### config.mk
export PLATFORM = sky130hd
export DESIGN_NAME = ascon_bdi_formatter
export DESIGN_NICKNAME = d
export VERILOG_FILES = /design/src/rtl/ascon_bdi_formatter.sv
export SDC_FILE = /design/constraint.sdc
export NUM_CORES = 1
export LEC_CHECK = 0
export CAP_MARGIN = 40
export CORE_ASPECT_RATIO = 0.7
export CORE_MARGIN = 5
export CORE_UTILIZATION = 43
export DETAILED_ROUTE_END_ITERATION = 10
export HOLD_SLACK_MARGIN = 0.06
export PLACE_DENSITY_LB_ADDON = 0.08
export SETUP_SLACK_MARGIN = 0.4
export SYNTH_ARGS = -nofsm -noshare
export SYNTH_HDL_FRONTEND = slang
export SYNTH_SLANG_ARGS = --single-unit
### constraint.sdc
create_clock -name clk -period 2.7 [get_ports clk]
set_input_delay 0.81 -clock clk [delete_from_list [all_inputs] [get_ports clk]]
set_output_delay 0.81 -clock clk [all_outputs]
set_load 0.1 [all_outputs]
### src/rtl/ascon_bdi_formatter.sv
// ascon_bdi_formatter: byte-granular segment stream to Ascon key/bdi words with 10* padding
// Optional sticky protocol checker on port err when ASCON_FMT_ERR_EN is defined.
module ascon_bdi_formatter #(
  parameter int CCW  = 32,
  parameter int CCSW = 32
) (
  input  logic            clk,
  input  logic            rst,
  input  logic [CCW-1:0]  s_data,
  input  logic [3:0]      s_keep,
  input  logic [3:0]      s_type,
  input  logic            s_last,
  input  logic            s_eoi,
  input  logic            s_valid,
  output logic            s_ready,
  output logic [CCSW-1:0] key,
  output logic            key_valid,
  input  logic            key_ready,
  output logic [CCW-1:0]  bdi,
  output logic [3:0]      bdi_type,
  output logic            bdi_eot,
  output logic            bdi_eoi,
  output logic            bdi_valid,
  input  logic            bdi_ready
`ifdef ASCON_FMT_ERR_EN
  ,
  output logic            err
`endif
);
  localparam logic [3:0] D_NULL = 4'h0, D_AD = 4'h1, D_MSG = 4'h4, D_KEY = 4'hC;
  typedef enum logic [1:0] {IDLE, PASS, PAD, DROP} state_t;
  state_t state_q;
  logic [3:0] typ_q, typ;
  logic eoi_q, acc, padt;
  logic [CCW-1:0] m, fm, padw;
  assign typ = (state_q == PASS || state_q == PAD) ? typ_q : s_type;
  assign padt = typ == D_AD || typ == D_MSG;
  assign s_ready = rst & (state_q != PAD) & ((typ == D_KEY) ? (!key_valid | key_ready) : (!bdi_valid | bdi_ready));
  assign acc = s_valid & s_ready;
  // fm marks the first invalid byte lane: invalid here, valid (or none) above it
  assign m = {{8{s_keep[3]}}, {8{s_keep[2]}}, {8{s_keep[1]}}, {8{s_keep[0]}}};
  assign fm = ~m & ~(~m >> 8);
  assign padw = (s_data & m) | (fm & {4{8'h80}});
  always_ff @(posedge clk) begin
    if (!rst) begin
      state_q   <= IDLE;
      typ_q     <= D_NULL;
      eoi_q     <= 1'b0;
      key       <= '0;
      key_valid <= 1'b0;
      bdi       <= '0;
      bdi_type  <= D_NULL;
      bdi_eot   <= 1'b0;
      bdi_eoi   <= 1'b0;
      bdi_valid <= 1'b0;
    end else begin
      if (key_ready) key_valid <= 1'b0;
      if (bdi_ready) bdi_valid <= 1'b0;
      if (state_q == DROP) state_q <= IDLE;
      if (state_q == PAD && (!bdi_valid || bdi_ready)) begin
        bdi       <= {8'h80, {(CCW-8){1'b0}}};
        bdi_type  <= typ_q;
        bdi_eot   <= 1'b1;
        bdi_eoi   <= eoi_q;
        bdi_valid <= 1'b1;
        state_q   <= IDLE;
      end
      if (acc) begin
        typ_q   <= typ;
        state_q <= s_last ? IDLE : PASS;
        if (typ == D_KEY) begin
          key       <= s_data;
          key_valid <= 1'b1;
        end else if (!padt) begin
          bdi       <= s_data;
          bdi_type  <= typ;
          bdi_eot   <= s_last;
          bdi_eoi   <= s_last & s_eoi;
          bdi_valid <= 1'b1;
        end else if (!s_last || s_keep == 4'hF) begin
          bdi       <= s_data;
          bdi_type  <= typ;
          bdi_eot   <= 1'b0;
          bdi_eoi   <= 1'b0;
          bdi_valid <= 1'b1;
          if (s_last) begin
            state_q <= PAD;
            eoi_q   <= s_eoi;
          end
        end else if (s_keep != 4'h0) begin
          bdi       <= padw;
          bdi_type  <= typ;
          bdi_eot   <= 1'b1;
          bdi_eoi   <= s_eoi;
          bdi_valid <= 1'b1;
        end else if (typ == D_AD) begin
          state_q <= DROP;
        end
      end
    end
  end
`ifdef ASCON_FMT_ERR_EN
  localparam logic [3:0] D_TAG = 4'h8, D_NONCE = 4'hD;
  logic bad;
  assign bad = acc & (!(s_keep inside {4'h0, 4'h8, 4'hC, 4'hE, 4'hF})
             | (s_keep != 4'hF & !s_last)
             | (state_q == PASS & s_type != typ_q)
             | ((typ == D_KEY | typ == D_NONCE | typ == D_TAG) & s_keep != 4'hF));
  always_ff @(posedge clk) err <= !rst ? 1'b0 : (err | bad);
`endif
endmodule

== Word-level counts from Yosys, hierarchy flattened ==
Index checks and enable logic that the tools add are counted.
Word-level totals
  flip-flop bits (word level): 79
  input bits: 47
  output and inout port bits: 73
Cells by class
  equality and inequality tests: 8
  multiplexer cells: 46
  bitwise logic cells: 12
  reduce and logical (&&, ||, !) cells: 12
Operators by type and width (number)
  32-bit 2-to-1 mux: 6
  32-bit bitwise AND: 2
  24-bit inverter with 32-bit output: 1
  32-bit inverter: 1
  32-bit bitwise OR: 1
  4-bit 2-to-1 mux: 7
  1-bit 2-to-1 mux: 24
  2-bit 2-to-1 mux: 9
  4-bit == test (second input constant): 2
  5-bit AND reduction: 1
  1-bit bitwise AND: 4
  2-bit == test (second input constant): 2
  4-bit by 1-bit == test with 1-bit output (second input constant): 1
  4-bit by 3-bit == test with 1-bit output (second input constant): 1
  1-bit logical OR: 4
  4-bit nonzero test: 1
  1-bit zero test: 3
  3-bit nonzero test: 1
  2-bit by 1-bit == test with 1-bit output (second input constant): 1
  2-bit inequality test (second input constant): 1
  1-bit bitwise OR: 2
  2-bit AND reduction: 1
  1-bit logical AND: 1
  1-bit inverter: 1

== Depth between registers and ports, before layout ==
  depth after elaboration: 10
  mapped depth: 10

== Worst setup path before layout ==
Ideal clock, no wire load.
  path type: register to output
  start point: register state_q[0]
  end point: output s_ready
  data arrival time: 3410 ps
  path slack: -1520 ps
  cell stages (with the launch flop): 9
  path buffers: 1
  cells stage by stage: dfxtp_1 -> inv_1 -> ha_1 -> buf_6 -> nor4b_4 -> a22oi_2 -> nor2_1 -> a21oi_1 -> nor3_1
On the way
  cells in the longest elaborated chain, start to end: 6
  elaborated cells between the ends (all ways): 9
  those cells by class: 4 x eq/ne; 2 x mux; 2 x bitwise; 1 x reduce/logical
RTL lines
  start, declared: line 32  | state_t state_q;
  start signal, assigned: line 70  | state_q <= s_last ? IDLE : PASS;
  2-bit by 1-bit == test with 1-bit output / 2-bit == test (equally long branches): line 36  | assign typ = (state_q == PASS || state_q == PAD) ? typ_q : s_type;
  1-bit logical OR: line 36
  4-bit 2-to-1 mux: line 36
  4-bit == test: line 38  | assign s_ready = rst & (state_q != PAD) & ((typ == D_KEY) ? (!key_valid | key_ready) : (!bdi_valid | bdi_ready ...
  1-bit 2-to-1 mux: line 38
  1-bit bitwise AND (*): line 38
  end, declared: line 15  | output logic s_ready,
Every way passes the cells marked *; elsewhere a longest branch is shown, timed or not.

== Worst setup path after layout ==
  start point: input s_type[2]
  end point: output s_ready
On the way
  cells in the longest elaborated chain, start to end: 4
RTL lines
  start, declared: line 11  | input logic [3:0] s_type,
  4-bit 2-to-1 mux: line 36
  4-bit == test: line 38
  1-bit 2-to-1 mux: line 38
  1-bit bitwise AND: line 38
Every way passes these cells.

==> flow_summary.json <==
{
  "status": "finished with violations",
  "violations": "negative setup slack",
  "hold_class": "flip-flop to flip-flop",
  "fin_util_pct": 70.4,
  "synth.distinct_cells": 45,
  "core_um2": 6880,
  "synthAdderAreaFrac_pct": 0.807,
  "muxShareOfSynthArea_pct": 3.88,
  "synth_area_leaders": "dfxtp_1 (51%), nand2_1 (8.8%), a22o_1 (8.5%)",
  "synth_cells": 329,
  "worstPathRequired_ns": 1.89,
  "fin_skew_ns": 0.00971,
  "area_growth_pct": 56.4,
  "die_h_um": 81.0,
  "hold_buffers": 0,
  "timing.final.crit_share_pct": 103,
  "final-max-slew-violation-count": 0,
  "tritoncts": "done",
  "start_util_pct": 45.0,
  "grtUsageTotal_pct": 20.8,
  "timing.fmax_ghz": 0.360,
  "final_hold_viol_count": 0,
  "synth-seq-cells": 79,
  "cts_htree_levels": 3,
  "via_per_inst": 5.24,
  "grt_pass1_wl_mm": 15.0,
  "syn_area_um2": 3100,
  "synth-compound-area-share_pct": 20.9,
  "p_leak_nw": 2.07,
  "vias": 3053,
  "worstPathMaxFanout": 3,
  "clkSinkCount": 79,
  "async_flop_share_pct": 0,
  "dpl_cell_area_um2": 4360,
  "dr.pass1.iters": 4,
  "setup_viol": 1,
  "end_kind": "output port",
  "yosysTopAreaCellShare_pct": 51.0,
  "drt_first_iter_violations": 124,
  "overflow": 0,
  "wl_per_cell_um": 16.1,
  "criticalPathCategory": "input pin to output port",
  "final_antenna_net_count": 0,
  "ys_seq_area_share_pct": 51.0,
  "startpoint_type": "input pin",
  "yosysWarnings": 0,
  "relSlewSlack_pct": 72.1,
  "synth_top_family_by_area": "compound AO/OA/AOI/OAI gates",
  "synth_nets": 378,
  "grt_max_degree": 47,
  "synth_xor_area_share_pct": 0.565,
  "crit_arrival_ns": 1.97,
  "grt_pass1_vias": 3037,
  "die_area_um2": 9030,
  "insertion_delay_ns": 0.35,
  "synth_edf_count": 0,
  "clockRootBuffer": "clkbuf_8",
  "die_w_um": 111,
  "place.gp.congestion": 0.845,
  "ir_worst_vdd_mv": 0.409,
  "rows": 25,
  "cts_buffers": 9,
  "port_buffers": 119,
  "drv_cap": 0,
  "fin_ws_ns": -0.0788,
  "insertedDiodeCount": 0,
  "hpwl_mm": 6.62,
  "worstMarginPinSlew_ns": 0.407,
  "min_period_ns": 2.78,
  "synth_ff_type": "dfxtp_1",
  "drc": 0,
  "clk_path_buf_depth": 2,
  "fin_area_um2": 4850,
  "p_total_w": 0.00294,
  "rsz0062_at_grt": "true",
  "clk_pin_slew_worst_paths_ns": 0.09,
  "nets": 533,
  "drive_above_1_share_pct": 32.3,
  "yosys.area_share.simple_pct": 18.2,
  "antenna_found_initial": 0,
  "p_per_area_nw_per_um2": 606,
  "ios": 120,
  "drt-total-wl_mm": 9.39,
  "avgSynthCellArea_um2": 9.42,
  "yosys.area.top_type": "dfxtp_1"
}
flip-flops by register name, summed over array words and instances, names as in the netlist:
signal / cells
key: 32
state_q: 2
key_valid: 1
typ_q: 4
bdi_type: 4
bdi_eoi: 1
bdi: 32
bdi_eot: 1
eoi_q: 1
bdi_valid: 1
where the power goes:
part / internal (W) / switching (W) / leakage (nW)
combinational: 0.000246 / 0.000512 / 1.31
clock: 0.000449 / 0.000474 / 0.107
sequential: 0.00122 / 0.0000390 / 0.646
total: 0.00191 / 0.00103 / 2.07
timing repair:
item | CTS | global route
endpoints found under the hold margin | 0 | 0
pin swaps | 9 | 17
endpoints found under the setup margin | 74 | 66
setup buffers | 7 | 4
gates resized for setup | 31 | 13
gates cloned | 2 | 0
placed cells by master, fill, tap and decap left out, drive strengths merged, types with 3 or more instances in the layout:
cell type,n
nor2,16
mux2i,12
clkdlybuf4s50,40
dfxtp,79
o2bb2ai,3
nor3,9
nand2b,3
nand2,73
clkbuf,9
dlygate4sd2,3
a21oi,38
a211oi,9
a22o,30
buf,116
inv,10
per-stage QoR:
step                      setup WS (ns)  setup TNS (ns)  std cells  hold slack, ns
after CTS                        -0.150          -0.150        579           0.460
after detailed placement         -0.334           -9.82        554           0.448
final                           -0.0788         -0.0788        583           0.461
after floorplan                  -0.267          -0.267        329           0.460
after global routing             -0.162          -0.162        583           0.475
after global placement           -0.318           -8.08        554           0.443
worst max-delay path: stages:
cell and delay, ns:
dlygate4sd2_1 0.25, and4bb_2 0.24, a22oi_2 0.21, nor2_1 0.09, a21oi_2 0.15, nor3_4 0.06, buf_12 0.16
cell usage after synthesis (3+ instances only):
| library cell | instances |
|---|---|
| nor2_1 | 14 |
| dfxtp_1 | 79 |
| o2bb2ai_1 | 3 |
| buf_6 | 5 |
| a21oi_1 | 38 |
| nand2b_1 | 3 |
| clkbuf_1 | 5 |
| nor3_1 | 8 |
| a211oi_1 | 8 |
| mux2i_1 | 12 |
| nand2_1 | 73 |
| buf_4 | 3 |
| inv_1 | 5 |
| a22o_1 | 30 |
| buf_2 | 5 |
path summary, 6_finish.rpt:
kind,from,end,slack (ns),cells past startpoint
setup / recovery,s_type[2],s_ready,-0.08,7
hold / removal,key[21],key[21],0.46,2
setup reg to reg,state_q[0],bdi[6],0.22,13
hold reg to reg,key[21],key[21],0.46,2
routing by layer:
layer / vias to the layer above / GRT usage (%) / wire length [um]
met5: - / 0 / 0
met1: 1450 / 25.4 / 4100
li1: 1486 / - / -
met2: 113 / 34.8 / 4340
met3: 4 / 8.64 / 915
met4: 0 / 4.37 / 32
layout make-up:
class                      count  area, um2
clock buffer                   9        124
inverter                       5       18.8
multi-input combinational    227       1480
clock inverter                 7       85.1
sequential                    79       1580
fill                         569       2030
timing repair buffer         162       1440
tap                           94        118
cells by family after synthesis:
group                    count (synthesis)
AND/OR/NAND/NOR                        119
flip-flops                              79
multiplexers                            12
AO/OA/AOI/OAI                           92
XOR/XNOR                                 2
adder cells (fa/ha/maj)                  2
buffers and inverters                   23
(Power assumes the default switching activity.)
